$ cat src/rtl/mdu_hilo.sv
// HI/LO register pair with a multi-cycle multiply/divide unit for the E stage.
// The result is computed at accept, staged, and committed when the busy countdown expires.
module mdu_hilo #(
  parameter int MULT_CYCLES = 5,
  parameter int DIV_CYCLES  = 10
) (
  input  logic        clk,
  input  logic        reset,
  input  logic        E_valid,
  input  logic        flush,
  input  logic        start,
  input  logic        immWrite,
  input  logic [2:0]  op,
  input  logic [31:0] A,
  input  logic [31:0] B,
  output logic        busy,
  output logic [31:0] HI,
  output logic [31:0] LO
);

  typedef enum logic [2:0] {
    OP_MULT  = 3'd0,
    OP_MULTU = 3'd1,
    OP_DIV   = 3'd2,
    OP_DIVU  = 3'd3,
    OP_MTHI  = 3'd4,
    OP_MTLO  = 3'd5
  } op_e;

  localparam int MAX_CYCLES = (MULT_CYCLES > DIV_CYCLES) ? MULT_CYCLES : DIV_CYCLES;
  localparam int CW         = $clog2(MAX_CYCLES + 1);

  logic [CW-1:0] cnt;
  logic          busy_q;
  logic [31:0]   hi_q, lo_q, hi_n, lo_n;
  logic          wr_n;

  logic          is_signed, is_mul, is_div;
  logic          a_neg, b_neg;
  logic [31:0]   a_mag, b_mag, quo_mag, rem_mag;
  logic [63:0]   prod_mag;
  logic [31:0]   hi_c, lo_c;
  logic          wr_c;
  logic [CW-1:0] cyc_c;

  // Signed ops work on magnitudes and fix the signs afterwards, which keeps
  // 0x80000000 / -1 well defined (the negated quotient wraps back to 0x80000000).
  always_comb begin
    is_signed = (op == OP_MULT) || (op == OP_DIV);
    is_mul    = (op == OP_MULT) || (op == OP_MULTU);
    is_div    = (op == OP_DIV)  || (op == OP_DIVU);
    a_neg     = is_signed & A[31];
    b_neg     = is_signed & B[31];
    a_mag     = a_neg ? (32'd0 - A) : A;
    b_mag     = b_neg ? (32'd0 - B) : B;
    prod_mag  = {32'd0, a_mag} * {32'd0, b_mag};
    quo_mag   = 32'd0;
    rem_mag   = 32'd0;
    if (b_mag != 32'd0) begin
      quo_mag = a_mag / b_mag;
      rem_mag = a_mag % b_mag;
    end
    hi_c  = 32'd0;
    lo_c  = 32'd0;
    wr_c  = 1'b0;
    cyc_c = CW'(MULT_CYCLES);
    if (is_mul) begin
      {hi_c, lo_c} = (a_neg ^ b_neg) ? (64'd0 - prod_mag) : prod_mag;
      wr_c         = 1'b1;
    end else if (is_div) begin
      lo_c  = (a_neg ^ b_neg) ? (32'd0 - quo_mag) : quo_mag;
      hi_c  = a_neg ? (32'd0 - rem_mag) : rem_mag;
      wr_c  = (B != 32'd0);
      cyc_c = CW'(DIV_CYCLES);
    end
  end

  // NOTE: sequential state uses non-blocking assignments only, so every flop
  // samples pre-edge values regardless of process ordering.
  always_ff @(posedge clk or negedge reset) begin
    if (!reset) begin
      busy_q <= 1'b0;
      cnt    <= '0;
      hi_q   <= '0;
      lo_q   <= '0;
      hi_n   <= '0;
      lo_n   <= '0;
      wr_n   <= 1'b0;
    end else if (busy_q) begin
      // An in-flight op is older than anything in E, so flush and new commands are ignored.
      cnt <= cnt - CW'(1);
      if (cnt == CW'(1)) begin
        busy_q <= 1'b0;
        if (wr_n) begin
          hi_q <= hi_n;
          lo_q <= lo_n;
        end
      end
    end else if (E_valid && !flush) begin
      if (start) begin
        if (is_mul || is_div) begin
          hi_n   <= hi_c;
          lo_n   <= lo_c;
          wr_n   <= wr_c;
          cnt    <= cyc_c;
          busy_q <= 1'b1;
        end
      end else if (immWrite) begin
        if (op == OP_MTHI) hi_q <= A;
        else if (op == OP_MTLO) lo_q <= A;
      end
    end
  end

  assign busy = busy_q;
  assign HI   = hi_q;
  assign LO   = lo_q;

endmodule

$ cat config.mk
export PLATFORM = sky130hd
export DESIGN_NAME = mdu_hilo
export DESIGN_NICKNAME = d
export VERILOG_FILES = /design/src/rtl/mdu_hilo.sv
export SDC_FILE = /design/constraint.sdc
export NUM_CORES = 2
export LEC_CHECK = 0
export ABC_AREA = 1
export BUFFER_PORTS_ARGS = -buffer_cell sky130_fd_sc_hd__buf_4
export CAP_MARGIN = 40
export CORE_ASPECT_RATIO = 1.75
export CORE_MARGIN = 10
export CORE_UTILIZATION = 62
export CTS_BUF_LIST = sky130_fd_sc_hd__clkbuf_8
export DETAILED_ROUTE_END_ITERATION = 8
export PLACE_DENSITY = 0.79
export SYNTH_ARGS = -nofsm -noshare
export SYNTH_HDL_FRONTEND = slang
export SYNTH_SLANG_ARGS = --single-unit
$ cat constraint.sdc
create_clock -name clk -period 2.26 [get_ports clk]
set_input_delay 0.113 -clock clk [delete_from_list [all_inputs] [get_ports clk]]
set_output_delay 0.113 -clock clk [all_outputs]
set_load 0.02 [all_outputs]
==> results_dict.tcl, run 1 <==
set metrics [dict create \
    htreeDepth 4 \
    ioPinCount 138 \
    pre_cts_slack_ns -64.20 \
    stop_stage "global routing (5_1_grt)" \
    track_usage_pct 94.4 \
    ys_seq_area_share_pct 4.45 \
    die_w_um 284 \
    clockRootBuffer "clkbuf_8" \
    clock_sinks 134 \
    ys.flop_type "dfrtp_1" \
    cts_buffer_depth 2 \
    status "aborted with a tool error" \
    synth_cells 11400 \
    die_h_um 481 \
    async_flop_share_pct 100 \
    cts_buffers 17 \
    error_line "[ERROR GRT-0232] Routing congestion too high. Check the congestion heatmap in the GUI." \
    port_buffers 137 \
    synth_largest_area_cell "fa_1" \
    start_util_pct 62.3 \
    fp-row-count 169 \
    overflow 5769 \
    ys_top_cells_by_area "fa_1 (24%), nand2_1 (15%), ha_1 (13%), inv_1 (11%), a21oi_1 (4.6%)" \
    synth_warnings 0 \
    avgSynthCellArea_um2 6.63 \
    place_congestion 1.21 \
    ys_ff_latch 134 \
    synth_top_cell_area_share_pct 23.8 \
    synth_edf_count 0 \
    synth_area_mm2 0.0754 \
    hpwlAfterDp_mm 296 \
    mappedNetlistNets 13100 \
    grt_max_degree 68 \
    synth.distinct_cells 81 \
]
[timing repair]
item / CTS
hold endpoints to repair: 102
resized for setup: 80
pin swaps: 30
cloned: 1
endpoints found under the setup margin: 64
hold buffers: 1
buffers inserted: 39
[logic make-up after synthesis]
logic type	Yosys count	synth area share, %
buf+inv	2595	13.3
fa+ha+maj	1703	37.2
mux	1	0.0133
compound gates	1550	11.9
flops	134	4.45
xor+xnor	434	5.06
simple gates	4955	28.0
[stage by stage]
stage	area, um2	hold slack, ns	std cells
4_1_cts	102000	0.0307	15700
3_5_place_dp	101000	0.0542	15700
3_3_place_gp	101000	0.0485	15700
2_1_floorplan	77600	-0.183	11400
[synth_stat cells (all sizes together), types with 11 or more instances]
library cell / number
dfrtp: 134
o21a: 59
o21ai: 418
or2: 79
nor3: 141
xor2: 299
clkinv: 19
inv: 2227
buf: 131
a21boi: 15
a221oi: 11
o31ai: 24
ha: 806
and2: 29
nor4: 47
a22oi: 17
nand3: 575
a211oi: 23
o21bai: 45
nand3b: 52
a31oi: 87
nand2: 3069
xnor2: 135
nand4: 108
fa: 897
a21o: 30
a21oi: 698
o221ai: 25
nor2: 845
clkbuf: 218
o211ai: 53
[routing by layer]
| layer | overflow | global-route usage (%) |
|---|---|---|
| met5 | 34 | 71.1 |
| met4 | 1370 | 102 |
| met3 | 198 | 84.4 |
| met2 | 3917 | 110 |
| met1 | 250 | 86.5 |
==> inputs of run 2 (changes only) <==
--- a/config.mk
+++ b/config.mk
@@ -8,12 +8,10 @@
 export ABC_AREA = 1
 export BUFFER_PORTS_ARGS = -buffer_cell sky130_fd_sc_hd__buf_4
 export CAP_MARGIN = 40
-export CORE_ASPECT_RATIO = 1.75
 export CORE_MARGIN = 10
-export CORE_UTILIZATION = 62
-export CTS_BUF_LIST = sky130_fd_sc_hd__clkbuf_8
+export CORE_UTILIZATION = 40
 export DETAILED_ROUTE_END_ITERATION = 8
-export PLACE_DENSITY = 0.79
+export PLACE_DENSITY_LB_ADDON = 0.15
 export SYNTH_ARGS = -nofsm -noshare
 export SYNTH_HDL_FRONTEND = slang
 export SYNTH_SLANG_ARGS = --single-unit
==> run 2 against run 1 <==
Effect of this change:
- the flow now finishes, with violations (setup timing)
- synthesized cell count is the same
- synthesized area unchanged
==> results_dict.tcl, run 2 <==
set metrics [dict create \
    status "complete, but fails checks" \
    failed_checks "setup timing" \
    design_area_mm2 0.113 \
    worstPathRequired_ns 2.61 \
    final_common_cell "buf_4" \
    max_stage_delay_ns 0.37 \
    ioPinCount 138 \
    ys_ff_latch 134 \
    place_congestion 1.05 \
    r2r_start "cnt[1]" \
    fin_crit_sh_pct 2750 \
    die_w_um 454 \
    fp.coreArea_mm2 0.188 \
    max_slew_margin_pct 36.0 \
    holdWs_ns 0.0630 \
    synth_common_cells "nand2_1 (3008), inv_1 (2186), fa_1 (897), ha_1 (806), nor2_1 (806)" \
    drv_slew 0 \
    firstDrtPassIters 8 \
    crit_arrival_ns 62.48 \
    cts_buffer_depth 2 \
    drt-initial-drc-count 6575 \
    worst_slew_pin_slew_ns 0.960 \
    finalWirelength_mm 361 \
    finalNetCount 16400 \
    wire_per_inst_um 21.1 \
    wl_met1_mm 139 \
    cpMostUsedCell "nand2_2" \
    max_cap_violations 0 \
    synth_top_cell_area_share_pct 23.8 \
    antenna_found_initial 13 \
    cp-start-kind "primary input" \
    port_buffers 137 \
    setup_violations 64 \
    layout-drive-gt1-share_pct 36.5 \
    ys_seq_area_share_pct 4.45 \
    clock_sinks 134 \
    worst_path_max_delay_cell "a221o_1" \
    via_per_inst 5.25 \
    rsz0062_at_grt "yes" \
    cts.clk_slew.worst_paths_ns 0.07 \
    htreeDepth 4 \
    synth_edf_count 0 \
    ys_top_cells_by_area "fa_1 (24%), nand2_1 (15%), ha_1 (13%), inv_1 (11%), a21oi_1 (4.6%)" \
    synth_most_common_cell "nand2_1" \
    worstSkewPairLatency_ns 0.43 \
    hpwlAfterDp_mm 290 \
    route.detailed.drc 0 \
    route.met2.wl_mm 170 \
    fmax_ghz 0.0161 \
    track_usage_pct 33.5 \
    synth_largest_area_cell "fa_1" \
    fp-row-count 159 \
    mappedNetlistNets 13100 \
    cp_max_fo 16 \
    grt_pass1_wl_mm 531 \
    grt_pass1_vias 89700 \
    synth.distinct_cells 81 \
    fin_skew_ns 0.0112 \
    start_util_pct 40.2 \
    setup_slack_ns -59.87 \
    clockRootBuffer "clkbuf_16" \
    synth_cells 11400 \
    place_area_mm2 0.104 \
    avgSynthCellArea_um2 6.63 \
    ant_nets 0 \
    ys.flop_type "dfrtp_1" \
    min_period_ns 62.13 \
    met3WireLength_mm 22.8 \
    syn_to_final_growth_pct 50.4 \
    synth_area_mm2 0.0754 \
    cts_tree "built" \
    hold_viol 0 \
    die_h_um 454 \
    rrSetupSlack_ns 0.38 \
    die_area_mm2 0.206 \
    crit_type "in -> reg" \
    layout_common_cells "buf_4 (3417), nand2_1 (2603), inv_1 (2015)" \
    vias 89800 \
    startpoint "op[2]" \
    cp-end-kind "flop" \
    cts_buffers 17 \
    routed.top_layer "met5" \
    hp-start "A[25]" \
    synth_warnings 0 \
    hp-class "in -> reg" \
    grt_max_degree 65 \
    async_flop_share_pct 100 \
    overflow 0 \
]
-- run 2: cell counts after synthesis --
Identical to the previous run, type by type.
-- run 2: through the flow --
| stage | setup slack, ns | TNS (ns) | utilization (%) | instances |
|---|---|---|---|---|
| 6_report | -59.87 | -3754.81 | 60.4 | 17100 |
| 5_1_grt | -63.89 | -4009.54 | 60.4 | 17100 |
| 4_1_cts | -61.01 | -3827.83 | 56.4 | 16900 |
| 3_5_place_dp | -63.70 | -4000.39 | 55.5 | 16800 |
| 3_3_place_gp | -62.45 | -3924.84 | 55.5 | 16800 |
| 2_1_floorplan | -56.81 | -3562.91 | - | 11400 |
-- run 2: path summary, 6_finish.rpt --
path,end,cells past startpoint
max,hi_n[8],515
max in group asynchronous,lo_n[16],3
min in group asynchronous,LO[28],2
min reg2reg,LO[15],1
min,HI[25],3
max reg2reg,LO[26],9
-- run 2: critical path: cells and delay by family --
family | cells | cell delay (ns)
AO/OA/AOI/OAI | 101 | 14.86
AND/OR/NAND/NOR | 267 | 26.68
XOR/XNOR | 6 | 0.89
adder cells (fa/ha/maj) | 32 | 8.47
buffers and inverters | 109 | 11.16
-- run 2: layout make-up --
type,instances,area [um2]
Fill cell,17500,74300
Multi-Input combinational cell,8645,70100
Timing Repair Buffer,3541,27600
Inverter,2246,8580
Sequential cell,134,3350
Tap cell,2495,3120
Clock buffer,17,425
Clock inverter,15,158
Antenna cell,6,15.0
Timing Repair inverter,1,8.76
-- run 2: kinds of logic after synthesis --
kind of cell | Yosys count | share of synthesized area (%)
xor gates and xnor gates | 434 | 5.06
buffers and inverters | 2595 | 13.3
adders and majority gates | 1703 | 37.2
muxes | 1 | 0.0133
and+or+nand+nor | 4955 | 28.0
AOI/OAI and AO/OA | 1550 | 11.9
DFF | 134 | 4.45
-- run 2: layer usage --
| layer | track usage (%) | vias to the layer above |
|---|---|---|
| met5 | 0 | - |
| met4 | 22.0 | 4 |
| met3 | 4.60 | 993 |
| met2 | 56.3 | 3049 |
| met1 | 39.8 | 43600 |
| li1 | - | 42100 |
-- run 2: repair_timing --
item,4_1_cts,5_1_grt
cloned,3,10
endpoints found under the hold margin,58,0
resized for setup,188,1306
buffers inserted,58,214
endpoints found under the setup margin,64,64
pin swaps,102,755
hold buffers,2,0
Power of run 2 is not shown: default switching activity piles up to over one toggle a cycle in this logic, so the estimate is an artifact.
